[config.mk]
export PLATFORM = sky130hd
export DESIGN_NAME = aes_uart_sequencer
export DESIGN_NICKNAME = d
export VERILOG_FILES = /design/src/rtl/aes_uart_pkg.sv /design/src/rtl/aes_uart_frame_codec.sv /design/src/rtl/aes_uart_sequencer.sv
export SDC_FILE = /design/constraint.sdc
export NUM_CORES = 1
export LEC_CHECK = 0
export ABC_CLOCK_PERIOD_IN_PS = 2960
export CAP_MARGIN = 5
export CELL_PAD_IN_SITES_DETAIL_PLACEMENT = 0
export CELL_PAD_IN_SITES_GLOBAL_PLACEMENT = 1
export CORE_MARGIN = 2
export CORE_UTILIZATION = 28
export CTS_CLUSTER_SIZE = 25
export DETAILED_ROUTE_END_ITERATION = 6
export PLACE_DENSITY = 0.73
export SLEW_MARGIN = 20
export SYNTH_ARGS = -nofsm -noshare
export SYNTH_HDL_FRONTEND = slang
export SYNTH_HIERARCHICAL = 1
export SYNTH_SLANG_ARGS = --single-unit
[constraint.sdc]
create_clock -name clk -period 2.96 [get_ports clk]
set_input_delay 0.444 -clock clk [delete_from_list [all_inputs] [get_ports clk]]
set_output_delay 0.444 -clock clk [all_outputs]
set_load 0.05 [all_outputs]
[src/rtl/aes_uart_pkg.sv]
//==============================================================================
// Module : aes_uart_pkg
// Brief  : Shared command bytes, FSM state encoding and frame geometry for the
//          UART-fronted AES sequencer.
// Rev    : 1.0 - initial release
//==============================================================================
`default_nettype none

package aes_uart_pkg;

  localparam int unsigned c_frame_bytes = 18;
  localparam int unsigned c_frame_w     = c_frame_bytes * 8;
  localparam int unsigned c_block_w     = 128;

  localparam logic [7:0] c_cmd_a = 8'h41;
  localparam logic [7:0] c_cmd_b = 8'h42;
  localparam logic [7:0] c_cmd_c = 8'h43;
  localparam logic [7:0] c_cmd_d = 8'h44;
  localparam logic [7:0] c_cmd_e = 8'h45;
  localparam logic [7:0] c_cmd_n = 8'h4E;

  // Identification reply, first character in the header byte
  localparam logic [c_frame_w-1:0] c_id_reply = "123456789012345678";

  typedef enum logic [2:0] {
    ST_IDLE   = 3'd0,
    ST_DECODE = 3'd1,
    ST_LOAD   = 3'd2,
    ST_WAIT   = 3'd3,
    ST_REPLY  = 3'd4
  } state_t;

  typedef enum logic [2:0] {
    OP_ERR   = 3'd0,
    OP_REPLY = 3'd1,
    OP_KEY   = 3'd2,
    OP_TEXT  = 3'd3,
    OP_ENC   = 3'd4
  } op_t;

endpackage

`default_nettype wire

[src/rtl/aes_uart_frame_codec.sv]
//==============================================================================
// Module : aes_uart_frame_codec
// Brief  : Classifies a received frame and builds the matching reply frame.
// Rev    : 1.0 - initial release
//==============================================================================
`default_nettype none

module aes_uart_frame_codec
  import aes_uart_pkg::*;
#(
  parameter int unsigned FRAME_W = c_frame_w
) (
  input  logic [FRAME_W-1:0]   i_frame,
  input  logic [c_block_w-1:0] i_result,
  input  logic                 i_result_valid,
  output op_t                  o_op,
  output logic [c_block_w-1:0] o_payload,
  output logic [FRAME_W-1:0]   o_reply
);

  logic [7:0] w_hdr;
  logic [7:0] w_trl;

  assign w_hdr     = i_frame[FRAME_W-1 -: 8];
  assign w_trl     = i_frame[7:0];
  assign o_payload = i_frame[8 +: c_block_w];

  // A header/trailer mismatch is treated as a corrupted frame
  always_comb begin
    o_op    = OP_ERR;
    o_reply = '0;
    if (w_hdr == w_trl) begin
      case (w_hdr)
        c_cmd_a: begin
          o_op    = OP_REPLY;
          o_reply = FRAME_W'(c_id_reply);
        end
        c_cmd_b: begin
          o_op = OP_REPLY;
          if (i_result_valid) begin
            o_reply[FRAME_W-1 -: 8]  = c_cmd_b;
            o_reply[8 +: c_block_w]  = i_result;
            o_reply[7:0]             = c_cmd_b;
          end else begin
            o_reply[FRAME_W-1 -: 8]  = c_cmd_n;
            o_reply[7:0]             = c_cmd_n;
          end
        end
        c_cmd_c: o_op = OP_KEY;
        c_cmd_d: o_op = OP_TEXT;
        c_cmd_e: o_op = OP_ENC;
        default: o_op = OP_ERR;
      endcase
    end
  end

endmodule

`default_nettype wire

[src/rtl/aes_uart_sequencer.sv]
//==============================================================================
// Module : aes_uart_sequencer
// Brief  : Sequences UART command frames into AES key/text loads, encryption
//          runs with timeout, and reply transmission.
// Rev    : 1.0 - initial release
//==============================================================================
`default_nettype none

module aes_uart_sequencer
  import aes_uart_pkg::*;
#(
  parameter int unsigned TIMEOUT_CYCLES = 255,
  parameter int unsigned FRAME_BYTES    = 18
) (
  input  logic                     clk,
  input  logic                     reset,
  input  logic [FRAME_BYTES*8-1:0] frame_in,
  input  logic                     frame_valid,
  output logic                     frame_ready,
  output logic [c_block_w-1:0]     aes_key,
  output logic [c_block_w-1:0]     aes_text_in,
  output logic                     aes_ld,
  input  logic                     aes_done,
  input  logic [c_block_w-1:0]     aes_text_out,
  output logic [FRAME_BYTES*8-1:0] tx_frame,
  output logic                     tx_send,
  input  logic                     tx_busy,
  output logic                     result_valid,
  output logic [7:0]               err_cnt
);

  localparam int unsigned c_fw    = FRAME_BYTES * 8;
  localparam int unsigned c_tmo_w = (TIMEOUT_CYCLES < 2) ? 1 : $clog2(TIMEOUT_CYCLES);
  localparam logic [c_tmo_w-1:0] c_tmo_last = c_tmo_w'(TIMEOUT_CYCLES - 1);
  localparam logic [c_tmo_w-1:0] c_tmo_one  = c_tmo_w'(1);

  state_t               r_state;
  state_t               w_next;
  logic                 w_err_inc;
  logic [c_fw-1:0]      r_frame;
  logic [c_block_w-1:0] r_key;
  logic [c_block_w-1:0] r_text;
  logic [c_block_w-1:0] r_result;
  logic                 r_result_valid;
  logic [c_fw-1:0]      r_tx_frame;
  logic                 r_tx_send;
  logic [7:0]           r_err_cnt;
  logic [c_tmo_w-1:0]   r_tmo_cnt;

  op_t                  w_op;
  logic [c_block_w-1:0] w_payload;
  logic [c_fw-1:0]      w_reply;

  aes_uart_frame_codec #(
    .FRAME_W (c_fw)
  ) u_codec (
    .i_frame        (r_frame),
    .i_result       (r_result),
    .i_result_valid (r_result_valid),
    .o_op           (w_op),
    .o_payload      (w_payload),
    .o_reply        (w_reply)
  );

  always_ff @(posedge clk) begin
    if (reset) r_state <= ST_IDLE;
    else       r_state <= w_next;
  end

  always_comb begin
    w_next      = r_state;
    w_err_inc   = 1'b0;
    frame_ready = 1'b0;
    aes_ld      = 1'b0;
    case (r_state)
      ST_IDLE: begin
        frame_ready = ~reset;
        if (frame_valid && !reset) w_next = ST_DECODE;
      end
      ST_DECODE: begin
        case (w_op)
          OP_REPLY: w_next = ST_REPLY;
          OP_ENC:   w_next = ST_LOAD;
          OP_KEY,
          OP_TEXT:  w_next = ST_IDLE;
          default: begin
            w_err_inc = 1'b1;
            w_next    = ST_IDLE;
          end
        endcase
      end
      ST_LOAD: begin
        aes_ld = 1'b1;
        w_next = ST_WAIT;
      end
      ST_WAIT: begin
        if (aes_done) begin
          w_next = ST_IDLE;
        end else if (r_tmo_cnt == c_tmo_last) begin
          w_err_inc = 1'b1;
          w_next    = ST_IDLE;
        end
      end
      ST_REPLY: begin
        if (!tx_busy) w_next = ST_IDLE;
      end
      default: w_next = ST_IDLE;
    endcase
  end

  always_ff @(posedge clk) begin
    if (reset) begin
      r_frame        <= '0;
      r_key          <= '0;
      r_text         <= '0;
      r_result       <= '0;
      r_result_valid <= 1'b0;
      r_tx_frame     <= '0;
      r_tx_send      <= 1'b0;
      r_err_cnt      <= 8'd0;
      r_tmo_cnt      <= '0;
    end else begin
      r_tx_send <= 1'b0;
      if (frame_valid && frame_ready) r_frame <= frame_in;
      if (w_err_inc && (r_err_cnt != 8'hFF)) r_err_cnt <= r_err_cnt + 8'd1;
      case (r_state)
        ST_DECODE: begin
          case (w_op)
            OP_KEY:   r_key          <= w_payload;
            OP_TEXT:  r_text         <= w_payload;
            OP_ENC:   r_result_valid <= 1'b0;
            OP_REPLY: r_tx_frame     <= w_reply;
            default: ;
          endcase
        end
        ST_LOAD: r_tmo_cnt <= '0;
        ST_WAIT: begin
          r_tmo_cnt <= r_tmo_cnt + c_tmo_one;
          if (aes_done) begin
            r_result       <= aes_text_out;
            r_result_valid <= 1'b1;
          end
        end
        // Trigger lands on the cycle after the transmitter frees up
        ST_REPLY: if (!tx_busy) r_tx_send <= 1'b1;
        default: ;
      endcase
    end
  end

  assign aes_key      = r_key;
  assign aes_text_in  = r_text;
  assign tx_frame     = r_tx_frame;
  assign tx_send      = r_tx_send;
  assign result_valid = r_result_valid;
  assign err_cnt      = r_err_cnt;

endmodule

`default_nettype wire
==> results of run 1 <==
[power by group]
part           switching [uW]  leakage (uW)  internal [uW]
Combinational             563       0.00494            508
Sequential                144       0.00561           9490
Clock                    4190       0.00133           6000
[cell type report]
type,instances,area [um^2],share of cell area (%)
multi-input cells,2414,11200,30.0
diodes,13,32.5,0.0874
well taps,1276,1600,4.29
inverters,5,22.5,0.0605
clock inverters,28,365,0.981
flip-flops and latches,693,13900,37.3
clock buffers,116,2350,6.31
repair buffers,767,7830,21.0
[logic make-up (layout without fill, tap and decap cells)]
family	after synthesis	in the layout	synth area share (%)
other	1	16	0.0137
AO/OA/AOI/OAI	769	769	15.2
flip-flops	693	693	50.7
XOR/XNOR	5	5	0.160
buffers and inverters	422	916	8.80
adder cells (fa/ha/maj)	3	3	0.137
multiplexers	1	1	0.0366
AND/OR/NAND/NOR	1633	1633	24.9
[cell usage in the layout (no fill, tap or decap), types with 4 or more instances in the layout]
master,n
clkbuf_8,19
a211oi_1,39
dfxtp_1,692
clkinv_2,12
clkbuf_1,16
o21ai_0,119
clkinvlp_4,4
buf_12,28
a211oi_2,21
nand2_1,1336
or2_2,4
buf_4,53
o21ai_1,34
nor3_1,76
diode_2,13
inv_1,4
bufinv_16,5
clkbuf_16,81
nor2_1,16
nand2b_1,148
a21oi_1,543
or3_1,7
clkdlybuf4s50_1,685
nand3_1,9
[cell usage after synthesis (2+ instances only)]
cell type and number:
buf_2 76, a21o_1 2, xor2_1 2, nand3b_1 2, buf_1 4, buf_6 10, xnor2_1 3, nor4_1 3
nor2_4 2, nand2b_1 150, a211oi_1 39, o21ai_0 119, or3_1 7, nand4_1 3, o211ai_1 2, a31oi_1 2
nand3_1 11, clkbuf_2 3, a211oi_2 21, and3b_1 3, o21ai_1 34, nor3b_1 3, dfxtp_1 693, buf_4 173
and3_1 4, nor2b_1 2, ha_1 3, clkbuf_1 151, nor3_1 76, inv_1 5, a21oi_1 543, nand2_1 1337
or2_2 4, nor2_1 16
[worst reg2reg max path, cell delays in order, from the launching register on]
cell and delay, ps:
dfxtp_1 330, nor4b_2 380, nand4_4 180, a2111oi_2 240, buf_4 230, o21ai_0 130, a21boi_2 280, buf_4 190
o22ai_4 110, or3_1 370, a21oi_1 140
[metal layers]
metal	GRT usage [%]	part of all wire [%]	vias up
met1	23.6	43	11421
met5	0	0.036	-
met2	30.8	48	533
met4	7.31	3.3	6
li1	-	-	12184
met3	3.95	5.0	147
[worst paths after layout]
kind	slack, ps	from	endpoint
min	50	reset	aes_key[81]
max reg2reg	300	r_frame[140]	err_cnt[3]
max	250	r_state[2]	aes_ld
min reg2reg	450	r_frame[88]	aes_text_in[80]
[metrics by stage]
step | total power [uW] | hold WS, ps
finish | 20900 | 52.8
global route | 21700 | 20.9
CTS | 21200 | 8.47
detailed placement | 10900 | 445
global placement | 10900 | 440
floorplan | 10500 | 436
[flip-flops by register name, indices dropped and copies added (netlist names)]
name	cells
aes_key	128
aes_text_in	128
err_cnt	8
r_frame	144
r_result	128
r_state	3
r_tmo_cnt	8
result_valid	1
tx_frame	144
tx_send	1
==> results.toml, run 1 <==
[timing]
fin_crit_ps = 2710
final.period_utilization_pct = 91.5
setup_ws_ps = 252
setup_viol = 0
hold_viol = 0
fin_tns_setup_ps = 0
skew_ps = 23.8
tightest_slew_ps = 1170
slew_viol_final = 0
rsz0062_at_grt = "no"
fmax_mhz = 369
maxSlewHeadroom_pct = 21.8

[synth]
yosysWarnings = 6
netlist_area_um2 = 27300
ys_types = 53
synth_area_leaders = "dfxtp_1 (51%), nand2_1 (18%), a21oi_1 (9.9%), buf_4 (4.7%), nand2b_1 (3.4%)"
synthFlopType = "dfxtp_1"
post_synth.cell_area_avg_um2 = 7.75
synth.ff_latch_count = 693
synth-async-reset-ratio_pct = 0
ys_seq_area_share_pct = 50.7
synthCells = 3527
yosysTopAreaCell = "dfxtp_1"
synth-edff-count = 0
synth_top_area_share_pct = 50.7

[drt]
drtIter0Drc = 1626
dr.pass1.iters = 5
ant_nets = 0
wl_per_cell_um = 18.4
route.detailed.drc = 0
vias = 24291
drt_wl_total_um = 98000
viasPerCell = 4.57

[final_layout]
fillers = 10103
drive_above_1_share_pct = 6.51
postLayoutCoreUtil_pct = 38.5
area.growth.synth_to_final_pct = 36.1
finalNonFillerCells = 5312
fin_area_um2 = 37200
final_nets = 4242

[global_routing]
gr-total-overflow = 0
antenna_found_initial = 15
track_usage_pct = 18.6
grt_max_degree = 207
grt_pass1_vias = 22329
grt_pass1_wl_um = 143000

[placement]
place_ws_ps = 206
dpl.cell_count = 5155
dp_hpwl_um = 66600
place_congestion = 0.838
placed_area_um2 = 34500
portBuffers = 688

[clocking]
cts_resized = 0
tritoncts = "built"
cts.sinks = 693
cts_root_buf = "clkbuf_16"
cts.clk_slew.worst_paths_ps = 60
clk_path_buf_depth = 3
post-cts-setup-buffers = 0
insertion_delay_ps = 660
htree_levels = 3
cts_hold_buf = 0
numCtsBuffers = 81

[die]
core_area_um2 = 96700
dieArea_um2 = 100000
io_pins = 689
rows = 114
fp.dieH_um = 317
die_w_um = 317
start_util_pct = 28.3

[setup_path]
start_kind = "flip-flop"
crit_family = "simple AND/OR/NAND/NOR gates"
critical_path_depth = 4
path_buf_inv = 2
crit_path_top_delay_cell = "dfxtp_1"
cp_max_fo = 9
cp_slowest_stage_delay_ps = 500
critPathCaptureType = "primary output"
arrival_ps = 2260
reg2reg_depth = 10
cp_cell_sequence = "nand2b_2 -> nand2b_1 -> clkinvlp_4 -> buf_4"
crit_type = "reg -> out"
crit_required_ps = 2520

[job]
maxCapViolCount = 0

[min_path]
min_path_cells = 2
hold_class = "in -> reg"

[pwr]
power.leakage_uw = 0.0119
power_density_nw_per_um2 = 561
max-vdd-ir-drop_mv = 0.380

[outcome]
status = "finished clean"
No activity file was read; power rests on OpenSTA's default activity.
==> inputs of run 2 (changes only) <==
--- a/config.mk
+++ b/config.mk
@@ -13,7 +13,7 @@
 export CORE_UTILIZATION = 28
 export CTS_CLUSTER_SIZE = 25
 export DETAILED_ROUTE_END_ITERATION = 6
-export PLACE_DENSITY = 0.73
+export PLACE_DENSITY = 0.79
 export SLEW_MARGIN = 20
 export SYNTH_ARGS = -nofsm -noshare
 export SYNTH_HDL_FRONTEND = slang
==> results.toml, run 2 (synthesis results as in run 1) <==
[outcome]
status = "finished clean"

[setup_path]
critPathCapture = "aes_ld"
reg2reg_depth = 11
crit_required_ps = 2520
cp_max_fo = 8
start_kind = "flip-flop"
critPathCaptureType = "primary output"
arrival_ps = 2300
r2r_setup_slack_ps = 270
crit_type = "reg -> out"
timing.rr.end = "tx_frame[124]"
crit_start = "r_state[1]"
r2r_start = "r_frame[137]"

[drt]
drt_wl_total_um = 97900
dr.pass1.iters = 6
viasPerCell = 4.61
drtIter0Drc = 1748
ant_nets = 0
route.detailed.drc = 0
vias = 24431
wl_per_cell_um = 18.5

[timing]
slew_viol_final = 0
fin_crit_ps = 2740
hold_viol = 0
fin_tns_setup_ps = 0
skew_ps = 40.4
final.period_utilization_pct = 92.5
fmax_mhz = 365
setup_viol = 0
tightest_slew_ps = 1030
maxSlewHeadroom_pct = 31.0
rsz0062_at_grt = "no"

[pwr]
max-vdd-ir-drop_mv = 0.379
finalPower_uw = 20900
power_density_nw_per_um2 = 561
seq_power_share_pct = 46.1
power.leakage_uw = 0.0119
p_int_uw = 16000
p_switching_uw = 4890
pwr-share-clk_pct = 48.7
swShare_pct = 23.4
combPwrFrac_pct = 5.2

[global_routing]
gr-total-overflow = 0
antenna_found_initial = 13
grt_max_degree = 227
grt_pass1_wl_um = 144000
grt_pass1_vias = 22640
track_usage_pct = 18.6

[final_layout]
fillers = 9996
fin_area_um2 = 37200
postLayoutCoreUtil_pct = 38.5
final_cell_mix = "nand2_1 (1,336), dfxtp_1 (692), clkdlybuf4s50_1 (685)"
final_common_cell = "nand2_1"
final_nets = 4238
area.growth.synth_to_final_pct = 36.1
finalNonFillerCells = 5299
drive_above_1_share_pct = 6.30

[placement]
dp_hpwl_um = 67200
place_congestion = 0.827
portBuffers = 688
placed_area_um2 = 34500
dpl.cell_count = 5151

[die]
start_util_pct = 28.3
io_pins = 689
fp.dieH_um = 317
rows = 114
die_w_um = 317
dieArea_um2 = 100000
core_area_um2 = 96700

[clocking]
insertion_delay_ps = 660
cts_hold_buf = 0
cts.clk_slew.worst_paths_ps = 60
cts_resized = 0
post-cts-setup-buffers = 0
htree_levels = 3
cts_root_buf = "clkbuf_16"
clk_path_buf_depth = 3
tritoncts = "built"
numCtsBuffers = 80
cts.sinks = 693

[job]
maxCapViolCount = 0

[min_path]
hold_class = "in -> reg"
[run 2: cell types whose count changed in the layout (fill, tap and decap cells not counted), sizes merged]
cell,change
diode,-8
buf,-4
clkinvlp,-3
clkbuf,-2
clkinv,+2
bufinv,+1
or2,+1
[run 2: how the worst min path moves through the flow]
stage	slack, ps	startpoint	depth (start not counted)	endpoint
detailed placement	450	aes_text_in[33]	2	aes_text_in[33]
global route	130	reset	2	aes_key[3]
finish	160	reset	2	aes_key[81]
CTS	110	reset	2	aes_key[81]
global placement	440	aes_key[26]	2	aes_key[26]
floorplan	440	r_result[102]	2	r_result[102]
[run 2: power by group through the flow]
| stage | Combinational [uW] | Clock, uW | Sequential, uW |
|---|---|---|---|
| 3_5_place_dp | 1090 | 0 | 9830 |
| 5_1_grt | 1180 | 10800 | 9640 |
| 6_report | 1090 | 10200 | 9630 |
| 2_1_floorplan | 698 | 0 | 9770 |
| 4_1_cts | 1100 | 10400 | 9620 |
| 3_3_place_gp | 1080 | 0 | 9830 |
[run 2: final cells by class]
cell class	instances	area [um^2]	share of cell area [%]
sequential	693	13900	37.3
antenna	5	12.5	0.0336
inverter	5	18.8	0.0504
clock buffer	114	2300	6.18
timing repair buffer	763	7860	21.1
multi-input combinational	2415	11200	30.0
tap	1276	1600	4.29
clock inverter	28	397	1.07
[run 2: worst max-delay path, stage by stage, from the launching register on]
cell,delay (ps)
dfxtp_1,530
nand2b_1,250
nand2b_1,300
inv_1,290
buf_4,260
[run 2: metal layers]
metal	share of wire [%]	vias to the layer above	global-route usage, %
li1	-	12158	-
met1	43	11495	23.6
met2	48	592	30.9
met3	5.2	172	4.13
met4	3.3	14	6.56
met5	0.087	-	0
[run 2: per-stage QoR]
step	hold WS (ps)	setup WS (ps)
CTS	112	166
finish	159	221
global placement	441	269
global route	132	47.7
floorplan	436	137
detailed placement	445	198
==> inputs of run 3 (changes only) <==
--- a/config.mk
+++ b/config.mk
@@ -7,13 +7,11 @@
 export LEC_CHECK = 0
 export ABC_CLOCK_PERIOD_IN_PS = 2960
 export CAP_MARGIN = 5
-export CELL_PAD_IN_SITES_DETAIL_PLACEMENT = 0
-export CELL_PAD_IN_SITES_GLOBAL_PLACEMENT = 1
 export CORE_MARGIN = 2
 export CORE_UTILIZATION = 28
 export CTS_CLUSTER_SIZE = 25
 export DETAILED_ROUTE_END_ITERATION = 6
-export PLACE_DENSITY = 0.79
+export PLACE_DENSITY = 0.63
 export SLEW_MARGIN = 20
 export SYNTH_ARGS = -nofsm -noshare
 export SYNTH_HDL_FRONTEND = slang
==> results.toml, run 3 (synthesis results as in run 1) <==
[outcome]
status = "finished clean"

[final_layout]
area.growth.synth_to_final_pct = 36.3
drive_above_1_share_pct = 6.45
final_common_cell = "nand2_1"
fillers = 9863
final_nets = 4253
final_cell_mix = "nand2_1 (1,336), dfxtp_1 (692), clkdlybuf4s50_1 (685)"

[drt]
drt-met1-wl_um = 41000
viasPerCell = 4.62
met2_length_um = 45700
dr.pass1.iters = 5
drt_wl_total_um = 95800
vias = 24534
drtIter0Drc = 1898
wl_per_cell_um = 18.0
ant_nets = 0
wl_met3_um = 5100
route.detailed.drc = 0
highest_layer = "met5"

[clocking]
clk_path_buf_depth = 3
insertion_delay_ps = 650
htree_levels = 3
cts.sinks = 693
numCtsBuffers = 82
tritoncts = "built"
cts.clk_slew.worst_paths_ps = 60
cts_root_buf = "clkbuf_16"

[setup_path]
cp_cell_sequence = "xnor2_1 -> nand4_4 -> buf_4 -> buf_4 -> a211oi_1 -> nand2_1 -> a21oi_1"
crit_top_cell = "buf_4"
crit_required_ps = 3420
cp_slowest_stage_delay_ps = 710
crit_path_top_delay_cell = "buf_4"
crit_type = "reg -> reg"
crit_family = "buffers and inverters"
start_kind = "flip-flop"
critPathCaptureType = "flip-flop"
path_buf_inv = 2
cp_max_fo = 65
arrival_ps = 3200

[timing]
fmax_mhz = 366
rsz0062_at_grt = "yes"
fin_crit_ps = 2740
tightest_slew_ps = 1110
hold_viol = 0
skew_ps = 27.3
setup_ws_ps = 225
fin_tns_setup_ps = 0
slew_viol_final = 0
final.period_utilization_pct = 92.4
maxSlewHeadroom_pct = 26.1
setup_viol = 0

[die]
die_w_um = 317
io_pins = 689
rows = 114
core_area_um2 = 96700
dieArea_um2 = 100000
fp.dieH_um = 317
start_util_pct = 28.3

[pwr]
power_density_nw_per_um2 = 551
max-vdd-ir-drop_mv = 0.349
power.leakage_uw = 0.0119

[global_routing]
grt_pass1_wl_um = 140000
track_usage_pct = 18.1
grt_max_degree = 240
grt_pass1_vias = 22737
gr-total-overflow = 0
antenna_found_initial = 11

[placement]
place_congestion = 0.859
place_ws_ps = 183
portBuffers = 688
dp_hpwl_um = 65000

[min_path]
hold_class = "in -> reg"

[job]
maxCapViolCount = 0
run 3: power breakdown:
group,total [uW],switching [uW],leakage [uW],internal (uW)
clock network,9830,4120,0.00128,5710
registers,9640,152,0.00561,9490
logic,1080,569,0.00498,509
run 3: through the flow:
| stage | utilization, % | std cells | cell area [um^2] | power (uW) | hold WS [ps] |
|---|---|---|---|---|---|
| after global placement | 35.7 | 5160 | 34600 | 10900 | 440 |
| after floorplan | - | 3529 | 27400 | 10500 | 436 |
| after detailed placement | 35.7 | 5160 | 34600 | 10900 | 445 |
| final | 38.5 | 5315 | 37300 | 20500 | 109 |
| after global routing | 38.5 | 5314 | 37300 | 21300 | 86.0 |
| after CTS | 38.5 | 5299 | 37200 | 20800 | 77.8 |
run 3: cell type report:
class	instances	area (um^2)	area share [%]
flip-flops and latches	693	13900	37.2
clock buffers	118	2380	6.39
inverters	5	18.8	0.0504
repair buffers	775	7950	21.3
well taps	1276	1600	4.28
clock inverters	21	253	0.678
diodes	11	27.5	0.0738
multi-input cells	2416	11200	30.0
run 3: metal layers:
| metal | vias up | global-route usage, % |
|---|---|---|
| met1 | 11504 | 22.9 |
| met2 | 654 | 29.8 |
| met3 | 181 | 3.86 |
| li1 | 12193 | - |
| met4 | 2 | 7.73 |
| met5 | - | 0 |
run 3: what timing repair did:
action,CTS,global route
buffers inserted,0,3
hold endpoints to repair,0,0
hold buffers,0,0
endpoints found under the setup margin,1,107
gates cloned,0,2
resized for setup,1,3
pin swaps,0,3
run 3: final timing paths:
kind | startpoint | endpoint | slack (ps) | cells past startpoint
setup / recovery | r_frame[137] | tx_frame[18] | 220 | 7
hold / removal | reset | aes_text_in[3] | 110 | 2
setup reg to reg | r_frame[137] | tx_frame[18] | 220 | 7
hold reg to reg | aes_key[97] | aes_key[97] | 450 | 2
